[src/rtl/multicycle_ctrl.sv]
// Multicycle LEGv8-subset control unit: FETCH/DECODE/EXEC/MEM/WB sequencer with a
// retired-instruction counter.
// Optional feature: define MULTICYCLE_CTRL_ILLEGAL_TRAP_EN to make illegal opcodes enter a
// sticky TRAP state; otherwise they execute as a NOP.
module multicycle_ctrl #(
  parameter int unsigned CNT_W = 32
) (
  input  logic             clk,
  input  logic             reset,
  input  logic [10:0]      opcode,
  input  logic             zero,
  input  logic             mem_ack,
  output logic             mem_req,
  output logic             mem_we,
  output logic             ir_write,
  output logic             pc_write,
  output logic             pc_src,
  output logic             reg2loc,
  output logic             alu_src,
  output logic             reg_write,
  output logic             mem_to_reg,
  output logic [1:0]       alu_op,
  output logic [2:0]       state,
  output logic [CNT_W-1:0] instret,
  output logic             illegal_op
);

  typedef enum logic [2:0] {
    StFetch  = 3'd0,
    StDecode = 3'd1,
    StExec   = 3'd2,
    StMem    = 3'd3,
    StWb     = 3'd4,
    StTrap   = 3'd5
  } state_e;

  typedef enum logic [2:0] {
    ClsIllegal = 3'd0,
    ClsRtype   = 3'd1,
    ClsAddi    = 3'd2,
    ClsLdur    = 3'd3,
    ClsStur    = 3'd4,
    ClsCbz     = 3'd5,
    ClsCbnz    = 3'd6
  } cls_e;

  state_e           state_q, state_d;
  cls_e             cls_q, cls_d;
  cls_e             cls_dec, cls_cur;
  logic [CNT_W-1:0] instret_q, instret_d;

  function automatic cls_e decode(input logic [10:0] op);
    cls_e c;
    c = ClsIllegal;
    if (op == 11'b10001011000 || op == 11'b11001011000 ||
        op == 11'b10001010000 || op == 11'b10101010000) c = ClsRtype;
    else if (op[10:1] == 10'b1001000100) c = ClsAddi;
    else if (op == 11'b11111000010)      c = ClsLdur;
    else if (op == 11'b11111000000)      c = ClsStur;
    else if (op[10:3] == 8'b10110100)    c = ClsCbz;
    else if (op[10:3] == 8'b10110101)    c = ClsCbnz;
    return c;
  endfunction

  // Next-state, class capture, counter update and datapath controls.
  always_comb begin
    cls_dec    = decode(opcode);
    // DECODE sees the class combinationally; later states use the captured copy.
    cls_cur    = (state_q == StDecode) ? cls_dec : cls_q;
    state_d    = state_q;
    cls_d      = cls_q;
    instret_d  = instret_q;
    mem_req    = 1'b0;
    mem_we     = 1'b0;
    ir_write   = 1'b0;
    pc_write   = 1'b0;
    pc_src     = 1'b0;
    reg2loc    = 1'b0;
    alu_src    = 1'b0;
    reg_write  = 1'b0;
    mem_to_reg = 1'b0;
    alu_op     = 2'b00;

    case (state_q)
      StFetch: begin
        mem_req = 1'b1;
        if (mem_ack) begin
          ir_write = 1'b1;
          state_d  = StDecode;
        end
      end
      StDecode: begin
        reg2loc = (cls_cur == ClsStur) || (cls_cur == ClsCbz) || (cls_cur == ClsCbnz);
        cls_d   = cls_dec;
`ifdef MULTICYCLE_CTRL_ILLEGAL_TRAP_EN
        state_d = (cls_dec == ClsIllegal) ? StTrap : StExec;
`else
        state_d = StExec;
`endif
      end
      StExec: begin
        reg2loc = (cls_cur == ClsStur) || (cls_cur == ClsCbz) || (cls_cur == ClsCbnz);
        alu_src = (cls_cur == ClsAddi) || (cls_cur == ClsLdur) || (cls_cur == ClsStur);
        if (cls_cur == ClsRtype)                           alu_op = 2'b10;
        else if (cls_cur == ClsCbz || cls_cur == ClsCbnz)  alu_op = 2'b01;
        case (cls_cur)
          ClsRtype, ClsAddi: state_d = StWb;
          ClsLdur, ClsStur:  state_d = StMem;
          ClsCbz, ClsCbnz: begin
            pc_write  = 1'b1;
            pc_src    = (cls_cur == ClsCbz) ? zero : ~zero;
            state_d   = StFetch;
            instret_d = instret_q + CNT_W'(1);
          end
          default: begin
            // Illegal opcode without trap support retires silently as a NOP.
            pc_write = 1'b1;
            state_d  = StFetch;
          end
        endcase
      end
      StMem: begin
        mem_req = 1'b1;
        mem_we  = (cls_q == ClsStur);
        alu_src = 1'b1;
        if (mem_ack) begin
          if (cls_q == ClsStur) begin
            pc_write  = 1'b1;
            state_d   = StFetch;
            instret_d = instret_q + CNT_W'(1);
          end else begin
            state_d = StWb;
          end
        end
      end
      StWb: begin
        reg_write  = 1'b1;
        mem_to_reg = (cls_q == ClsLdur);
        pc_write   = 1'b1;
        state_d    = StFetch;
        instret_d  = instret_q + CNT_W'(1);
      end
`ifdef MULTICYCLE_CTRL_ILLEGAL_TRAP_EN
      StTrap: state_d = StTrap;
`endif
      default: state_d = StFetch;
    endcase

    // Reset silences every strobe in the same cycle it is asserted.
    if (reset) begin
      mem_req    = 1'b0;
      mem_we     = 1'b0;
      ir_write   = 1'b0;
      pc_write   = 1'b0;
      pc_src     = 1'b0;
      reg2loc    = 1'b0;
      alu_src    = 1'b0;
      reg_write  = 1'b0;
      mem_to_reg = 1'b0;
      alu_op     = 2'b00;
    end
  end

  // State, class and counter registers with synchronous reset.
  always_ff @(posedge clk) begin
    if (reset) begin
      state_q   <= StFetch;
      cls_q     <= ClsIllegal;
      instret_q <= '0;
    end else begin
      state_q   <= state_d;
      cls_q     <= cls_d;
      instret_q <= instret_d;
    end
  end

  assign state   = state_q;
  assign instret = instret_q;

`ifdef MULTICYCLE_CTRL_ILLEGAL_TRAP_EN
  assign illegal_op = (state_q == StTrap);
`else
  assign illegal_op = 1'b0;
`endif

endmodule

[config.mk]
export PLATFORM = sky130hd
export DESIGN_NAME = multicycle_ctrl
export DESIGN_NICKNAME = d
export VERILOG_FILES = /design/src/rtl/multicycle_ctrl.sv
export SDC_FILE = /design/constraint.sdc
export NUM_CORES = 1
export LEC_CHECK = 0
export ABC_CLOCK_PERIOD_IN_PS = 2830
export BUFFER_PORTS_ARGS = -buffer_cell sky130_fd_sc_hd__buf_4
export CAP_MARGIN = 20
export CORE_MARGIN = 2
export CORE_UTILIZATION = 25
export CTS_CLUSTER_SIZE = 12
export DETAILED_ROUTE_END_ITERATION = 8
export PLACE_DENSITY = 0.54
export SKIP_LAST_GASP = 1
export SYNTH_ARGS = -nofsm -noshare
export SYNTH_HDL_FRONTEND = slang
export SYNTH_SLANG_ARGS = --single-unit
[constraint.sdc]
create_clock -name clk -period 2.83 [get_ports clk]
set_input_delay 0.283 -clock clk [delete_from_list [all_inputs] [get_ports clk]]
set_output_delay 0.283 -clock clk [all_outputs]
set_load 0.005 [all_outputs]
After elaboration in Yosys (flattened, before gate mapping)
Cells that the tools add are included.

Add/subtract/negate cells: 1. Multiply operators: 0. Div/mod/pow operators: 0. Magnitude comparators: 0. Equality and inequality tests: 25. Shift-type cells: 0. Mux-type cells: 44. Bitwise gates (word level): 1. Reduce and logical (&&, ||, !) cells: 18.

Operators by type and width (count): 2-to-1 mux 32 bit (3); case mux 32 bit (3 select lines) (1); == test 11 bit, second input constant (6); adder 32 x 1 -> 32 bit, second input constant (1); 2-to-1 mux 3 bit (10); 2-to-1 mux 1 bit (23); == test 8 bit, second input constant (2); == test 3 x 2 -> 1 bit, second input constant (5); == test 3 bit, second input constant (5); case mux 3 bit (4 select lines) (1); == test 10 bit, second input constant (1); OR reduction 2 bit (5); logical OR 1 bit (8); == test 3 x 1 -> 1 bit, second input constant (2); 2-to-1 mux 2 bit (3); != test 2 bit, second input constant (3); case mux 3 bit (2 select lines) (1); AND reduction 4 bit (1); OR reduction 4 bit (1); logical NOT 3 bit (1); case mux 1 bit (3 select lines) (1); nonzero test 3 bit (1); != test 2 x 1 -> 1 bit, second input constant (1); case mux 1 bit (2 select lines) (1); 2 further kinds (2).

Register bits after elaboration: 38. Bits in latches: 0. Bits in writable memories: 0. ROM bits: 0. Output and inout port bits: 47. Logic and storage cells: 92. Memories kept: 0.

Depth between registers and ports, before layout
Gate-level depths: netlist of the first run.

Word-level depth: 14. Mapped depth: 9.

Worst setup path after synthesis of the first run
Ideal clock, no wire load.

Path kind: input to register. Start point: input opcode[2]. End point: register instret_q[10], in the netlist instret[10]. Arrival time: 2525 ps. Path slack: 234 ps. Stages: 8. Path through: or4b_4 > or3b_4 > o31ai_4 > mux2i_2 > o31a_1 > buf_6 > or3_1 > a21oi_1.

Word-level cells in the longest chain between the ends: 10. Elaborated cells between the ends (all ways): 20.

RTL lines: start: declaration (line 10) `input logic [10:0] opcode,`; == test 11 bit (on tied branches) (line 59, 55); 2-to-1 mux 3 bit or logical OR 1 bit (tied branches) (line 59, 55); 2-to-1 mux 3 bit or logical OR 1 bit (tied branches) (line 58, 55); 2-to-1 mux 3 bit or logical OR 1 bit (tied branches) (line 57, 56); 2-to-1 mux 3 bit * (line 55) `if (op == 11'b10001011000 || op == 11'b11001011000 ||`; 2-to-1 mux 3 bit *; == test 3 bit (line 106) `case (cls_cur)`; OR reduction 2 bit * (line 106); != test 2 x 1 -> 1 bit (no line) *; AND reduction 4 bit (no line) *; end signal: assignment (line 173) `instret_q <= instret_d;`; end: declaration (line 50) `logic [CNT_W-1:0] instret_q, instret_d;`.

Every way passes the cells marked *; elsewhere a longest branch is shown, timed or not. A chain may end at the register's enable or synchronous reset.

Final worst setup path of the first run
Start point: input opcode[2]. End point: output pc_src.

Word-level cells in the longest chain between the ends: 11. Elaborated cells between the ends (all ways): 22.

RTL lines: == test 11 bit (on tied branches) (line 59, 55); 2-to-1 mux 3 bit or logical OR 1 bit (tied branches) (line 59, 55); 2-to-1 mux 3 bit or logical OR 1 bit (tied branches) (line 58, 55); 2-to-1 mux 3 bit or logical OR 1 bit (tied branches) (line 57, 56); 2-to-1 mux 3 bit * (line 55); 2-to-1 mux 3 bit *; == test 3 bit (on tied branches) (line 106, 111); 2-to-1 mux 1 bit or OR reduction 2 bit (tied branches) (line 111, 106); 2-to-1 mux 1 bit * (line 106); 2-to-1 mux 1 bit * (line 84) `case (state_q)`; 2-to-1 mux 1 bit * (line 150) `if (reset) begin`; end: declaration (line 17) `output logic pc_src,`.

Marks and branches as above.

==> reports/metrics.json, run 1 <==
{
  "global_route": {
    "grt_antenna_before_repair": 0,
    "global_route.usage.met3_pct": 3.006,
    "grt_util_met1_pct": 15.89,
    "grt_pass1_vias": 2110,
    "grtUsageMet2_pct": 21.02,
    "groute.usage.overall_pct": 12.43,
    "gr-max-usage-layer": "met2",
    "grt_first_pass_wirelength_um": 10050,
    "grt_max_degree": 48,
    "grt_remaining_overflow": 0
  },
  "run": {
    "timing.max_cap.violations": 0
  },
  "yosys": {
    "synth-main-ff-cell": "sky130_fd_sc_hd__dfxtp_1",
    "synth_edf_count": 0,
    "syn_nets": 296,
    "yosysWarnings": 0,
    "syn_area_um2": 2218,
    "seq_area_frac_synth_pct": 34.29,
    "synth-async-reset-ratio_pct": 0,
    "distinct_cells_synth": 51,
    "syn_inst": 280,
    "synth_top_area_share_pct": 34.29,
    "synthTopCellsByArea": "sky130_fd_sc_hd__dfxtp_1 34%, sky130_fd_sc_hd__xnor2_1 8.3%, sky130_fd_sc_hd__nor2_1 6.4%",
    "synth_top_cell_by_area": "sky130_fd_sc_hd__dfxtp_1",
    "postSynthRegisterBits": 38,
    "syn_avg_cell_area_um2": 7.923
  },
  "clocking": {
    "clk_root_buffer_cell": "sky130_fd_sc_hd__clkbuf_8",
    "total_number_of_h_tree_levels": 2,
    "max-clock-path-buffers": 2,
    "clock_insertion_delay_worst_skew_ns": 0.29,
    "sink_count": 38,
    "cts_setup_buffers": 0,
    "tritoncts": "yes",
    "number_of_buffers_inserted_during_clock_tree_synthesis": 5,
    "clkTransAtPathRegs_ns": 0.08,
    "hold_buffer_count_at_cts": 0
  },
  "detailed_routing": {
    "wirelength_um": 6057,
    "vias": 2246,
    "viasPerCell": 4.947,
    "drt_iter0_drc": 48,
    "drc": 0,
    "first_pass_iters": 4,
    "routedWlPerCell_um": 13.34,
    "ant_nets": 0
  },
  "placed_design": {
    "io_buffers": 60,
    "preCtsSetupSlack_ns": -0.03088,
    "finalWeightedCongestion": 0.7946,
    "place_hpwl_um": 4233
  },
  "timing": {
    "final_max_slew_viol_count": 0,
    "timing.clock.skew_ns": 0.007360,
    "hold_viol": 0,
    "worst_slack_ns": 0.04566,
    "clock.fmax_mhz": 359.2,
    "period_share_pct": 98.39,
    "finalWorstPathRequiredPeriod_ns": 2.784,
    "fin_tns_setup_ns": 0,
    "worst_pin_slew_ns": 0.5454,
    "setup_violations": 0,
    "timing.max_slew.rel_slack_pct": 63.31
  },
  "setup_path": {
    "critical_path.startpoint": "opcode[2]",
    "timing.critical_path.to_type": "output pin",
    "startpoint_type": "input port",
    "critPathArrivalTime_ns": 2.50,
    "timing.critical_path.buf_inv": 2,
    "regToRegStartpoint": "cls_q[2]",
    "timing.critical_path.slowest_stage_cell": "sky130_fd_sc_hd__or4b_4",
    "crit_family": "simple AND/OR/NAND/NOR gates",
    "cp.required_ns": 2.55,
    "cp_slowest_stage_delay_ns": 0.53,
    "crit_chain": "buf_4 -> or4b_4 -> nor4_2 -> and3b_1 -> or3_1 -> or3_1 -> a21oi_2 -> buf_4",
    "worst-setup-path-type": "input port to output pin",
    "critPathMaxFanout": 2
  },
  "status": {
    "status": "finished clean"
  },
  "floorplanning": {
    "chip_height_um": 98.20,
    "std_cell_rows": 34,
    "die_x_um": 98.20,
    "area_enclosed_by_the_die_boundary_um2": 9643,
    "start_util_pct": 25.56,
    "core-area_um2": 8678,
    "floorplan.io_pins": 62
  },
  "layout": {
    "final-seq-area_um2": 760.7,
    "final_core_utilization_pct": 35.38,
    "insertedDiodeCount": 0,
    "num-nets-final": 361,
    "final_layout_size_suffix_gt1_share_pct": 29.77,
    "area_delta_synth_final_pct": 38.41,
    "most_common_cell_after_layout_fill_and_taps_aside": "sky130_fd_sc_hd__buf_4",
    "final_cell_mix": "73 x sky130_fd_sc_hd__buf_4, 38 x sky130_fd_sc_hd__dfxtp_1, 36 x sky130_fd_sc_hd__nor2_1",
    "multiInputGateArea_um2": 1425,
    "layout_fillers": 934
  },
  "min_path": {
    "start_point_of_the_worst_min_delay_path": "mem_ack",
    "hold_path.class": "input port to flop"
  },
  "power_and_ir_drop": {
    "leakage_nw": 1.122,
    "cellPowerDensity_nw_per_um2": 404.0,
    "vdd_ir_drop_max_v": 0.0002486
  }
}
-- repair_timing --
| action | CTS | global route |
|---|---|---|
| resized for setup | 1 | 12 |
| pin swaps | 0 | 4 |
| setup endpoints to repair | 1 | 5 |
-- worst register-to-register path: cells and delay by family (launching register included) --
| kind | cells | cell delay, ns |
|---|---|---|
| simple gates | 3 | 0.81 |
| buf+inv | 1 | 0.22 |
| xor+xnor | 1 | 0.16 |
| flops | 1 | 0.48 |
| compound gates | 3 | 0.67 |
-- power breakdown --
group          internal (W)  switching [W]  leakage (nW)
sequential         0.000537     0.00000286         0.306
clock              0.000376       0.000206        0.0714
combinational     0.0000530      0.0000652         0.744
-- stage by stage --
stage          cells   power, W  hold WS, ns  area (um2)
2_1_floorplan    280  0.0006109       0.4686        2218
3_3_place_gp     446  0.0006630       0.5012        2865
3_5_place_dp     446  0.0006634       0.5012        2865
4_1_cts          454   0.001249       0.3132        3013
5_1_grt          454   0.001287       0.3441        3070
6_report         454   0.001241       0.3256        3070
-- metal layers --
layer	wire length, um	share of wire (%)
met1	2819	47
met2	2855	47
met3	321	5.3
met4	61	1.0
met5	0	0
-- state kept, by name, indices dropped and copies added (netlist names) --
name	flops
instret	32
cls_q	3
state	3
-- cells by family after synthesis --
kind of cell	Yosys count	synth area share (%)
buf+inv	22	4.625
simple gates	156	38.35
flops	38	34.29
other cells	1	0.1690
mux	5	2.594
xor+xnor	23	9.081
compound gates	34	10.32
fa+ha+maj	1	0.5639
-- final timing paths --
| path | to | slack (ns) | cells after the start |
|---|---|---|---|
| max | pc_src | 0.05 | 8 |
| min | state[1] | 0.33 | 4 |
| max reg2reg | instret[28] | 0.36 | 8 |
| min reg2reg | instret[9] | 0.52 | 2 |
-- cell type report --
class,count,area share (%)
multi-input combinational,220,46.41
timing repair buffer,75,19.15
clock buffer,6,2.689
sequential,38,24.78
tap,108,4.401
inverter,5,0.6112
clock inverter,2,1.956
-- cell usage after synthesis (2+ instances only) --
| library cell | number |
|---|---|
| sky130_fd_sc_hd__and3b_1 | 2 |
| sky130_fd_sc_hd__a21oi_1 | 9 |
| sky130_fd_sc_hd__nor3_1 | 11 |
| sky130_fd_sc_hd__nor2b_1 | 5 |
| sky130_fd_sc_hd__and3_1 | 5 |
| sky130_fd_sc_hd__nand2b_1 | 2 |
| sky130_fd_sc_hd__dfxtp_1 | 38 |
| sky130_fd_sc_hd__nand2_1 | 23 |
| sky130_fd_sc_hd__a31oi_1 | 3 |
| sky130_fd_sc_hd__buf_1 | 2 |
| sky130_fd_sc_hd__nor3b_1 | 2 |
| sky130_fd_sc_hd__inv_1 | 5 |
| sky130_fd_sc_hd__clkbuf_1 | 11 |
| sky130_fd_sc_hd__nor2_1 | 38 |
| sky130_fd_sc_hd__and2_1 | 2 |
| sky130_fd_sc_hd__and4_1 | 2 |
| sky130_fd_sc_hd__buf_6 | 2 |
| sky130_fd_sc_hd__nor4b_1 | 5 |
| sky130_fd_sc_hd__or3_1 | 9 |
| sky130_fd_sc_hd__nand4_1 | 5 |
| sky130_fd_sc_hd__mux2_2 | 3 |
| sky130_fd_sc_hd__o21ai_0 | 11 |
| sky130_fd_sc_hd__xor2_1 | 2 |
| sky130_fd_sc_hd__nand3_1 | 15 |
| sky130_fd_sc_hd__nor4_1 | 19 |
| sky130_fd_sc_hd__nand3b_1 | 4 |
| sky130_fd_sc_hd__xnor2_1 | 21 |
No activity file was read; power rests on OpenSTA's default activity.
==> run 2: changes to the inputs <==
Settings changed: ABC_CLOCK_PERIOD_IN_PS 2830 to 3400, SKIP_LAST_GASP 1 to default, TNS_END_PERCENT from default to 100.
Clock period 2.83 ns to 3.4 ns, I/O delays scaled along.
==> run 2 against run 1 <==
  * Setup slack improved by 0.31 ns
  * Global-route usage decreased by 0.23 points
  * Final area fell by 7.3%
  * Total power is 30% lower
  * Wire length shrank 2.3%
  * Core utilization fell by 2.6 points
  * Clock skew is 0.0025 ns higher
  * First-iteration DRC count up 63%
  * Cell count fell by 2.6%
==> reports/metrics.json, run 2 (same netlist as run 1, synthesis figures left out) <==
{
  "setup_path": {
    "worst-setup-path-type": "flop to output pin",
    "timing.critical_path.buf_inv": {"value": 1, "change": "-1"},
    "cp.required": {"value": 3.06, "unit": "ns", "change": "+0.51 ns"},
    "critPathArrivalTime": {"value": 2.70, "unit": "ns", "change": "+0.20 ns"},
    "timing.critical_path.to_type": "output pin",
    "cp_slowest_stage_delay": {"value": 0.58, "unit": "ns", "change": "+0.05 ns"},
    "reg2reg_setup_slack": {"value": 0.68, "unit": "ns", "change": "+0.32 ns"},
    "startpoint_type": "flop",
    "crit_chain": "or3b_2 -> a31oi_1 -> o21ai_0 -> nand3_1 -> nor3_1 -> nand3b_1 -> a21oi_1 -> buf_4",
    "regToRegStartpoint": "state[2]",
    "crit_family": "simple AND/OR/NAND/NOR gates",
    "r2r_cells": {"value": 7, "change": "-1"},
    "timing.critical_path.slowest_stage_cell": "sky130_fd_sc_hd__or3b_2",
    "reg_to_reg_critical_path_endpoint": "instret[5]",
    "critPathMaxFanout": {"value": 14, "change": "+12"}
  },
  "detailed_routing": {
    "drc": {"value": 0, "change": "unchanged"},
    "drt_iter0_drc": {"value": 78, "change": "+63%"},
    "wirelength": {"value": 5920, "unit": "um", "change": "-2.3%"},
    "route.met2.wl": {"value": 2668, "unit": "um", "change": "-6.5%"},
    "vias": {"value": 2242, "change": "-0.18%"},
    "first_pass_iters": {"value": 4, "change": "unchanged"},
    "met1Wirelength": {"value": 2805, "unit": "um", "change": "-0.50%"},
    "viasPerCell": {"value": 5.072, "change": "+2.5%"},
    "top_layer": "met4",
    "ant_nets": {"value": 0, "change": "unchanged"},
    "routedWlPerCell": {"value": 13.39, "unit": "um", "change": "+0.39%"},
    "met3RoutedLength": {"value": 384, "unit": "um", "change": "+20%"}
  },
  "power_and_ir_drop": {
    "seq_power_share": {"value": 52.1, "unit": "%", "change": "+8.6 points"},
    "power_report.internal_total": {"value": 0.0006432, "unit": "W", "change": "-33%"},
    "combinationalPowerShare": {"value": 9.1, "unit": "%", "change": "-0.4 points"},
    "leakage": {"value": 1.015, "unit": "nW", "change": "-9.5%"},
    "vdd_ir_drop_max": {"value": 0.0001334, "unit": "V", "change": "-46%"},
    "cellPowerDensity": {"value": 304.6, "unit": "nW/um2", "change": "-25%"},
    "switching_share": {"value": 25.78, "unit": "%", "change": "+3.7 points"},
    "clock_power_share": {"value": 38.8, "unit": "%", "change": "-8.1 points"},
    "power_switching": {"value": 0.0002234, "unit": "W", "change": "-19%"}
  },
  "layout": {
    "num-nets-final": {"value": 349, "change": "-3.3%"},
    "final_cell_mix": "63 x sky130_fd_sc_hd__buf_4, 38 x sky130_fd_sc_hd__nor2_1, 38 x sky130_fd_sc_hd__dfxtp_1",
    "most_common_cell_after_layout_fill_and_taps_aside": "sky130_fd_sc_hd__buf_4",
    "largest_reg_flops": {"value": 32, "change": "unchanged"},
    "layout.cells.non_filler": {"value": 442, "change": "-2.6%"},
    "layout_fillers": {"value": 946, "change": "+1.3%"},
    "final_layout_size_suffix_gt1_share": {"value": 24.25, "unit": "%", "change": "-5.5 points"},
    "insertedDiodeCount": {"value": 0, "change": "unchanged"},
    "area_delta_synth_final_pct": 28.26
  },
  "placed_design": {
    "finalWeightedCongestion": {"value": 0.7722, "change": "-2.8%"},
    "place_hpwl": {"value": 4136, "unit": "um", "change": "-2.3%"},
    "io_buffers": {"value": 60, "change": "unchanged"},
    "placedCellCount": {"value": 434, "change": "-2.7%"}
  },
  "timing": {
    "setup_violations": {"value": 0, "change": "unchanged"},
    "final_max_slew_viol_count": {"value": 0, "change": "unchanged"},
    "fin_tns_setup": {"value": 0, "unit": "ns", "change": "unchanged"},
    "period_share_pct": 89.44,
    "unrepaired_setup_endpoints_after_global_routing": "false",
    "worst_pin_slew": {"value": 0.7503, "unit": "ns", "change": "+0.2050 ns"},
    "clock.fmax_mhz": 328.8,
    "timing.clock.skew": {"value": 0.009856, "unit": "ns", "change": "+0.002497 ns"},
    "timing.max_slew.rel_slack": {"value": 49.98, "unit": "%", "change": "-13 points"},
    "finalWorstPathRequiredPeriod_ns": 3.041,
    "hold_viol": {"value": 0, "change": "unchanged"}
  },
  "floorplanning": {
    "chip_height": {"value": 98.20, "unit": "um", "change": "unchanged"},
    "area_enclosed_by_the_die_boundary": {"value": 9643, "unit": "um2", "change": "unchanged"},
    "floorplan.io_pins": {"value": 62, "change": "unchanged"},
    "start_util": {"value": 25.56, "unit": "%", "change": "unchanged"},
    "std_cell_rows": {"value": 34, "change": "unchanged"},
    "core-area": {"value": 8678, "unit": "um2", "change": "unchanged"},
    "die_x": {"value": 98.20, "unit": "um", "change": "unchanged"}
  },
  "min_path": {
    "worstHoldEndpoint": "state[1]",
    "hold_path.class": "input port to flop",
    "hold_depth": {"value": 4, "change": "unchanged"},
    "start_point_of_the_worst_min_delay_path": "mem_ack"
  },
  "global_route": {
    "grt_antenna_before_repair": {"value": 0, "change": "unchanged"},
    "grt_first_pass_wirelength": {"value": 9977, "unit": "um", "change": "-0.76%"},
    "grt_max_degree": {"value": 48, "change": "unchanged"},
    "groute.usage.overall": {"value": 12.20, "unit": "%", "change": "-0.23 points"},
    "grt_pass1_vias": {"value": 2142, "change": "+1.5%"},
    "grt_remaining_overflow": {"value": 0, "change": "unchanged"}
  },
  "status": {
    "status": "finished clean"
  },
  "clocking": {
    "tritoncts": "yes",
    "postCtsResizedCells": {"value": 0, "change": "-1"},
    "hold_buffer_count_at_cts": {"value": 0, "change": "unchanged"},
    "cts_setup_buffers": {"value": 0, "change": "unchanged"},
    "max-clock-path-buffers": {"value": 2, "change": "unchanged"},
    "clk_root_buffer_cell": "sky130_fd_sc_hd__clkbuf_8",
    "number_of_buffers_inserted_during_clock_tree_synthesis": {"value": 5, "change": "unchanged"},
    "clock_insertion_delay_worst_skew": {"value": 0.29, "unit": "ns", "change": "about the same"},
    "total_number_of_h_tree_levels": {"value": 2, "change": "unchanged"},
    "clkTransAtPathRegs": {"value": 0.08, "unit": "ns", "change": "about the same"},
    "sink_count": {"value": 38, "change": "unchanged"}
  },
  "run": {
    "timing.max_cap.violations": {"value": 0, "change": "unchanged"}
  }
}
-- run 2: cell types whose count changed in the layout (fill, tap and decap cells not counted), moves of 2 or more --
cell                        delta
sky130_fd_sc_hd__nor2_1        +2
sky130_fd_sc_hd__buf_12        -2
sky130_fd_sc_hd__bufinv_16     -2
sky130_fd_sc_hd__nor2_2        -2
sky130_fd_sc_hd__nor3_1        +3
sky130_fd_sc_hd__nor3_2        -2
sky130_fd_sc_hd__buf_4        -10
-- run 2: area by class of cell --
cell class / instances / area (um2) / share of cell area [%]
multi-input cells: 220 / 1363 / 47.89
well taps: 108 / 135.1 / 4.749
flip-flops and latches: 38 / 760.7 / 26.74
inverters: 5 / 18.77 / 0.6596
clock buffers: 6 / 82.58 / 2.902
repair buffers: 63 / 473.0 / 16.62
clock inverters: 2 / 12.51 / 0.4398
-- run 2: worst reg2reg max path, delay by kind of cell, from the launching register on --
family | cells | cell delay [ns]
flip-flops | 1 | 0.46
multiplexers | 1 | 0.27
AND/OR/NAND/NOR | 3 | 1.10
buffers and inverters | 1 | 0.20
AO/OA/AOI/OAI | 2 | 0.58
-- run 2: through the flow --
stage	hold WS (ns)	power, W	cell area [um2]	util [%]	worst slack (ns)
5_1_grt	0.4029	0.0009089	2845	32.79	0.09396
3_3_place_gp	0.4953	0.0005397	2750	31.69	0.4026
6_report	0.3886	0.0008666	2845	32.79	0.3590
4_1_cts	0.3686	0.0008835	2845	32.79	0.3967
3_5_place_dp	0.5033	0.0005402	2750	31.69	0.3735
2_1_floorplan	0.4828	0.0005085	2218	-	0.7474
-- run 2: layer usage --
layer / track usage, % / vias to the layer above
met5: 0 / -
met4: 4.215 / 0
met3: 2.863 / 6
met2: 20.18 / 70
met1: 15.66 / 1054
li1: - / 1112
-- run 2: how the worst max path moves through the flow --
stage               startpoint     endpoint  slack (ns)  depth (start not counted)
floorplan            opcode[2]  instret[10]        0.75                          8
detailed placement   opcode[2]  instret[18]        0.37                          8
global placement     opcode[2]  instret[18]        0.40                          8
CTS                   state[2]     pc_write        0.40                          8
finish                state[2]     pc_write        0.36                          8
global route          state[2]     pc_write        0.09                          8
-- run 2: power by group through the flow --
stage               combinational, W  clock, W  sequential [W]
finish                     0.0000789  0.000336        0.000451
global route               0.0000880  0.000369        0.000452
CTS                        0.0000786  0.000354        0.000451
detailed placement         0.0000783         0        0.000462
global placement           0.0000778         0        0.000462
floorplan                  0.0000485         0        0.000460
==> run 3: changes to the inputs <==
Settings changed: PLACE_DENSITY 0.54 to 0.45.
==> run 3 against run 2 <==
  * Clock skew fell by 0.0031 ns
  * Final area rose by 0.92%
  * Register-to-register slack improved by 0.17 ns
  * Total power rose by 5.8%
  * Global-route usage rose by 0.23 points
  * Sequential share of layout area fell by 0.24 points
  * Worst hold slack got worse by 0.012 ns
  * Flip-flop and latch count did not move
  * Setup slack improved by 0.080 ns
  * Combinational power rose by 2.8%
  * First-iteration DRC count fell by 29%
==> reports/metrics.json, run 3 (same netlist as run 1, synthesis figures left out) <==
{
  "placed_design": {
    "place_hpwl": {"value": 4292, "unit": "um", "change": "+3.8%"},
    "placed_area": {"value": 2765, "unit": "um2", "change": "+0.55%"},
    "io_buffers": {"value": 60, "change": "unchanged"},
    "finalWeightedCongestion": {"value": 0.7410, "change": "-4.0%"}
  },
  "timing": {
    "final_max_slew_viol_count": {"value": 0, "change": "unchanged"},
    "finalWorstPathRequiredPeriod": {"value": 2.961, "unit": "ns", "change": "-0.08045 ns"},
    "unrepaired_setup_endpoints_after_global_routing": "false",
    "fin_tns_setup": {"value": 0, "unit": "ns", "change": "unchanged"},
    "worst_pin_slew": {"value": 0.7436, "unit": "ns", "change": "-0.006713 ns"},
    "timing.clock.skew": {"value": 0.006764, "unit": "ns", "change": "-0.003092 ns"},
    "hold_viol": {"value": 0, "change": "unchanged"},
    "clock.fmax": {"value": 337.8, "unit": "MHz", "change": "+2.7%"},
    "setup_violations": {"value": 0, "change": "unchanged"},
    "timing.max_slew.rel_slack": {"value": 50.43, "unit": "%", "change": "+0.45 points"},
    "period_share": {"value": 87.07, "unit": "%", "change": "-2.4 points"}
  },
  "layout": {
    "final_layout_size_suffix_gt1_share": {"value": 24.11, "unit": "%", "change": "-0.14 points"},
    "most_common_cell_after_layout_fill_and_taps_aside": "sky130_fd_sc_hd__buf_4",
    "largest_reg_flops": {"value": 32, "change": "unchanged"},
    "insertedDiodeCount": {"value": 0, "change": "unchanged"},
    "num-nets-final": {"value": 351, "change": "+0.57%"},
    "stdcell_area": {"value": 2872, "unit": "um2", "change": "+0.92%"},
    "final_cell_mix": "65 x sky130_fd_sc_hd__buf_4, 38 x sky130_fd_sc_hd__nor2_1, 38 x sky130_fd_sc_hd__dfxtp_1",
    "area_delta_synth_final_pct": 29.44
  },
  "global_route": {
    "grt_remaining_overflow": {"value": 0, "change": "unchanged"},
    "grt_first_pass_wirelength": {"value": 10070, "unit": "um", "change": "+0.90%"},
    "grt_antenna_before_repair": {"value": 0, "change": "unchanged"},
    "grt_max_degree": {"value": 48, "change": "unchanged"},
    "grt_pass1_vias": {"value": 2098, "change": "-2.1%"},
    "groute.usage.overall": {"value": 12.44, "unit": "%", "change": "+0.23 points"}
  },
  "setup_path": {
    "critPathArrivalTime": {"value": 2.62, "unit": "ns", "change": "-0.08 ns"},
    "timing.critical_path.to_type": "output pin",
    "r2r_cells": {"value": 7, "change": "unchanged"},
    "reg_to_reg_critical_path_endpoint": "instret[17]",
    "cp.required": {"value": 3.06, "unit": "ns", "change": "about the same"},
    "worst-setup-path-type": "input port to output pin",
    "startpoint_type": "input port",
    "critPathMaxFanout": {"value": 6, "change": "-8"},
    "regToRegStartpoint": "state[0]",
    "reg2reg_setup_slack": {"value": 0.85, "unit": "ns", "change": "+0.17 ns"}
  },
  "detailed_routing": {
    "vias": {"value": 2169, "change": "-3.3%"},
    "viasPerCell": {"value": 4.885, "change": "-3.7%"},
    "first_pass_iters": {"value": 6, "change": "+2"},
    "drt_iter0_drc": {"value": 55, "change": "-29%"},
    "ant_nets": {"value": 0, "change": "unchanged"},
    "drc": {"value": 0, "change": "unchanged"},
    "wirelength": {"value": 5978, "unit": "um", "change": "+0.98%"},
    "routedWlPerCell": {"value": 13.46, "unit": "um", "change": "+0.52%"}
  },
  "clocking": {
    "sink_count": {"value": 38, "change": "unchanged"},
    "cts_setup_buffers": {"value": 0, "change": "unchanged"},
    "clock_insertion_delay_worst_skew": {"value": 0.28, "unit": "ns", "change": "about the same"},
    "tritoncts": "yes",
    "hold_buffer_count_at_cts": {"value": 0, "change": "unchanged"},
    "max-clock-path-buffers": {"value": 2, "change": "unchanged"},
    "number_of_buffers_inserted_during_clock_tree_synthesis": {"value": 5, "change": "unchanged"},
    "clk_root_buffer_cell": "sky130_fd_sc_hd__clkbuf_8",
    "postCtsResizedCells": {"value": 0, "change": "unchanged"},
    "total_number_of_h_tree_levels": {"value": 2, "change": "unchanged"},
    "clkTransAtPathRegs": {"value": 0.08, "unit": "ns", "change": "about the same"}
  },
  "power_and_ir_drop": {
    "clock_power_share": {"value": 42.1, "unit": "%", "change": "+3.3 points"},
    "cellPowerDensity": {"value": 319.3, "unit": "nW/um2", "change": "+4.8%"},
    "seq_power_share": {"value": 49.0, "unit": "%", "change": "-3.1 points"},
    "switching_share": {"value": 23.57, "unit": "%", "change": "-2.2 points"},
    "leakage": {"value": 1.031, "unit": "nW", "change": "+1.6%"},
    "power_report.internal_total": {"value": 0.0007006, "unit": "W", "change": "+8.9%"},
    "vdd_ir_drop_max": {"value": 0.0001958, "unit": "V", "change": "+47%"},
    "power_switching": {"value": 0.0002161, "unit": "W", "change": "-3.3%"},
    "combinationalPowerShare": {"value": 8.8, "unit": "%", "change": "-0.3 points"}
  },
  "status": {
    "status": "finished clean"
  },
  "floorplanning": {
    "die_x": {"value": 98.20, "unit": "um", "change": "unchanged"},
    "core-area": {"value": 8678, "unit": "um2", "change": "unchanged"},
    "chip_height": {"value": 98.20, "unit": "um", "change": "unchanged"},
    "floorplan.io_pins": {"value": 62, "change": "unchanged"},
    "std_cell_rows": {"value": 34, "change": "unchanged"},
    "start_util": {"value": 25.56, "unit": "%", "change": "unchanged"},
    "area_enclosed_by_the_die_boundary": {"value": 9643, "unit": "um2", "change": "unchanged"}
  },
  "min_path": {
    "hold_path.class": "input port to flop",
    "worstHoldEndpoint": "state[1]",
    "start_point_of_the_worst_min_delay_path": "mem_ack",
    "hold_depth": {"value": 4, "change": "unchanged"}
  },
  "run": {
    "timing.max_cap.violations": {"value": 0, "change": "unchanged"}
  }
}
run 3: changes by cell type in the layout (fill, tap and decap cells not counted), sizes merged:
cell,before,now
buf,63,65
bufinv,0,1
clkbuf,6,7
clkinv,1,0
clkinvlp,1,0
run 3: cell type report:
type | instances | area (um2)
flip-flops and latches | 38 | 760.7
fillers | 954 | 5807
clock inverters | 1 | 30.03
repair buffers | 65 | 488.0
inverters | 5 | 18.77
multi-input cells | 220 | 1363
clock buffers | 7 | 76.32
well taps | 108 | 135.1
run 3: power by group through the flow:
stage | sequential (W) | clock, W | combinational [W]
finish | 0.000449 | 0.000386 | 0.0000811
global route | 0.000450 | 0.000418 | 0.0000903
CTS | 0.000449 | 0.000401 | 0.0000817
detailed placement | 0.000460 | 0 | 0.0000815
global placement | 0.000460 | 0 | 0.0000819
floorplan | 0.000460 | 0 | 0.0000485
run 3: worst max-delay path, cell delays in order:
cell and delay [ns]:
sky130_fd_sc_hd__buf_4 0.11, sky130_fd_sc_hd__or4b_4 0.53, sky130_fd_sc_hd__or3b_4 0.42, sky130_fd_sc_hd__or3_4 0.40, sky130_fd_sc_hd__nand3_1 0.18, sky130_fd_sc_hd__nor3_1 0.10, sky130_fd_sc_hd__nand3b_1 0.18, sky130_fd_sc_hd__a21oi_1 0.21
sky130_fd_sc_hd__buf_4 0.14
run 3: per-stage QoR:
| step | hold WS [ns] | util [%] | power [W] | setup WS (ns) | cells |
|---|---|---|---|---|---|
| 6_report | 0.3766 | 33.09 | 0.0009168 | 0.4395 | 444 |
| 3_5_place_dp | 0.5089 | 31.86 | 0.0005414 | 0.3740 | 436 |
| 3_3_place_gp | 0.5017 | 31.86 | 0.0005419 | 0.3574 | 436 |
| 2_1_floorplan | 0.4828 | - | 0.0005085 | 0.7474 | 280 |
| 4_1_cts | 0.3646 | 33.09 | 0.0009324 | 0.4225 | 444 |
| 5_1_grt | 0.3793 | 33.09 | 0.0009579 | 0.2526 | 444 |
run 3: how the worst max path moves through the flow:
stage	to	startpoint	slack, ns
floorplan	instret[10]	opcode[2]	0.75
global placement	instret[16]	opcode[2]	0.36
detailed placement	instret[16]	opcode[2]	0.37
CTS	pc_src	opcode[2]	0.42
global route	pc_write	opcode[2]	0.25
finish	pc_write	opcode[2]	0.44
run 3: routing by layer:
layer / vias up / routed length [um] / GRT usage (%)
li1: 1120 / - / -
met1: 1005 / 3041 / 17.27
met2: 42 / 2683 / 20.02
met3: 2 / 228 / 2.935
met4: 0 / 24 / 2.213
met5: - / 0 / 0
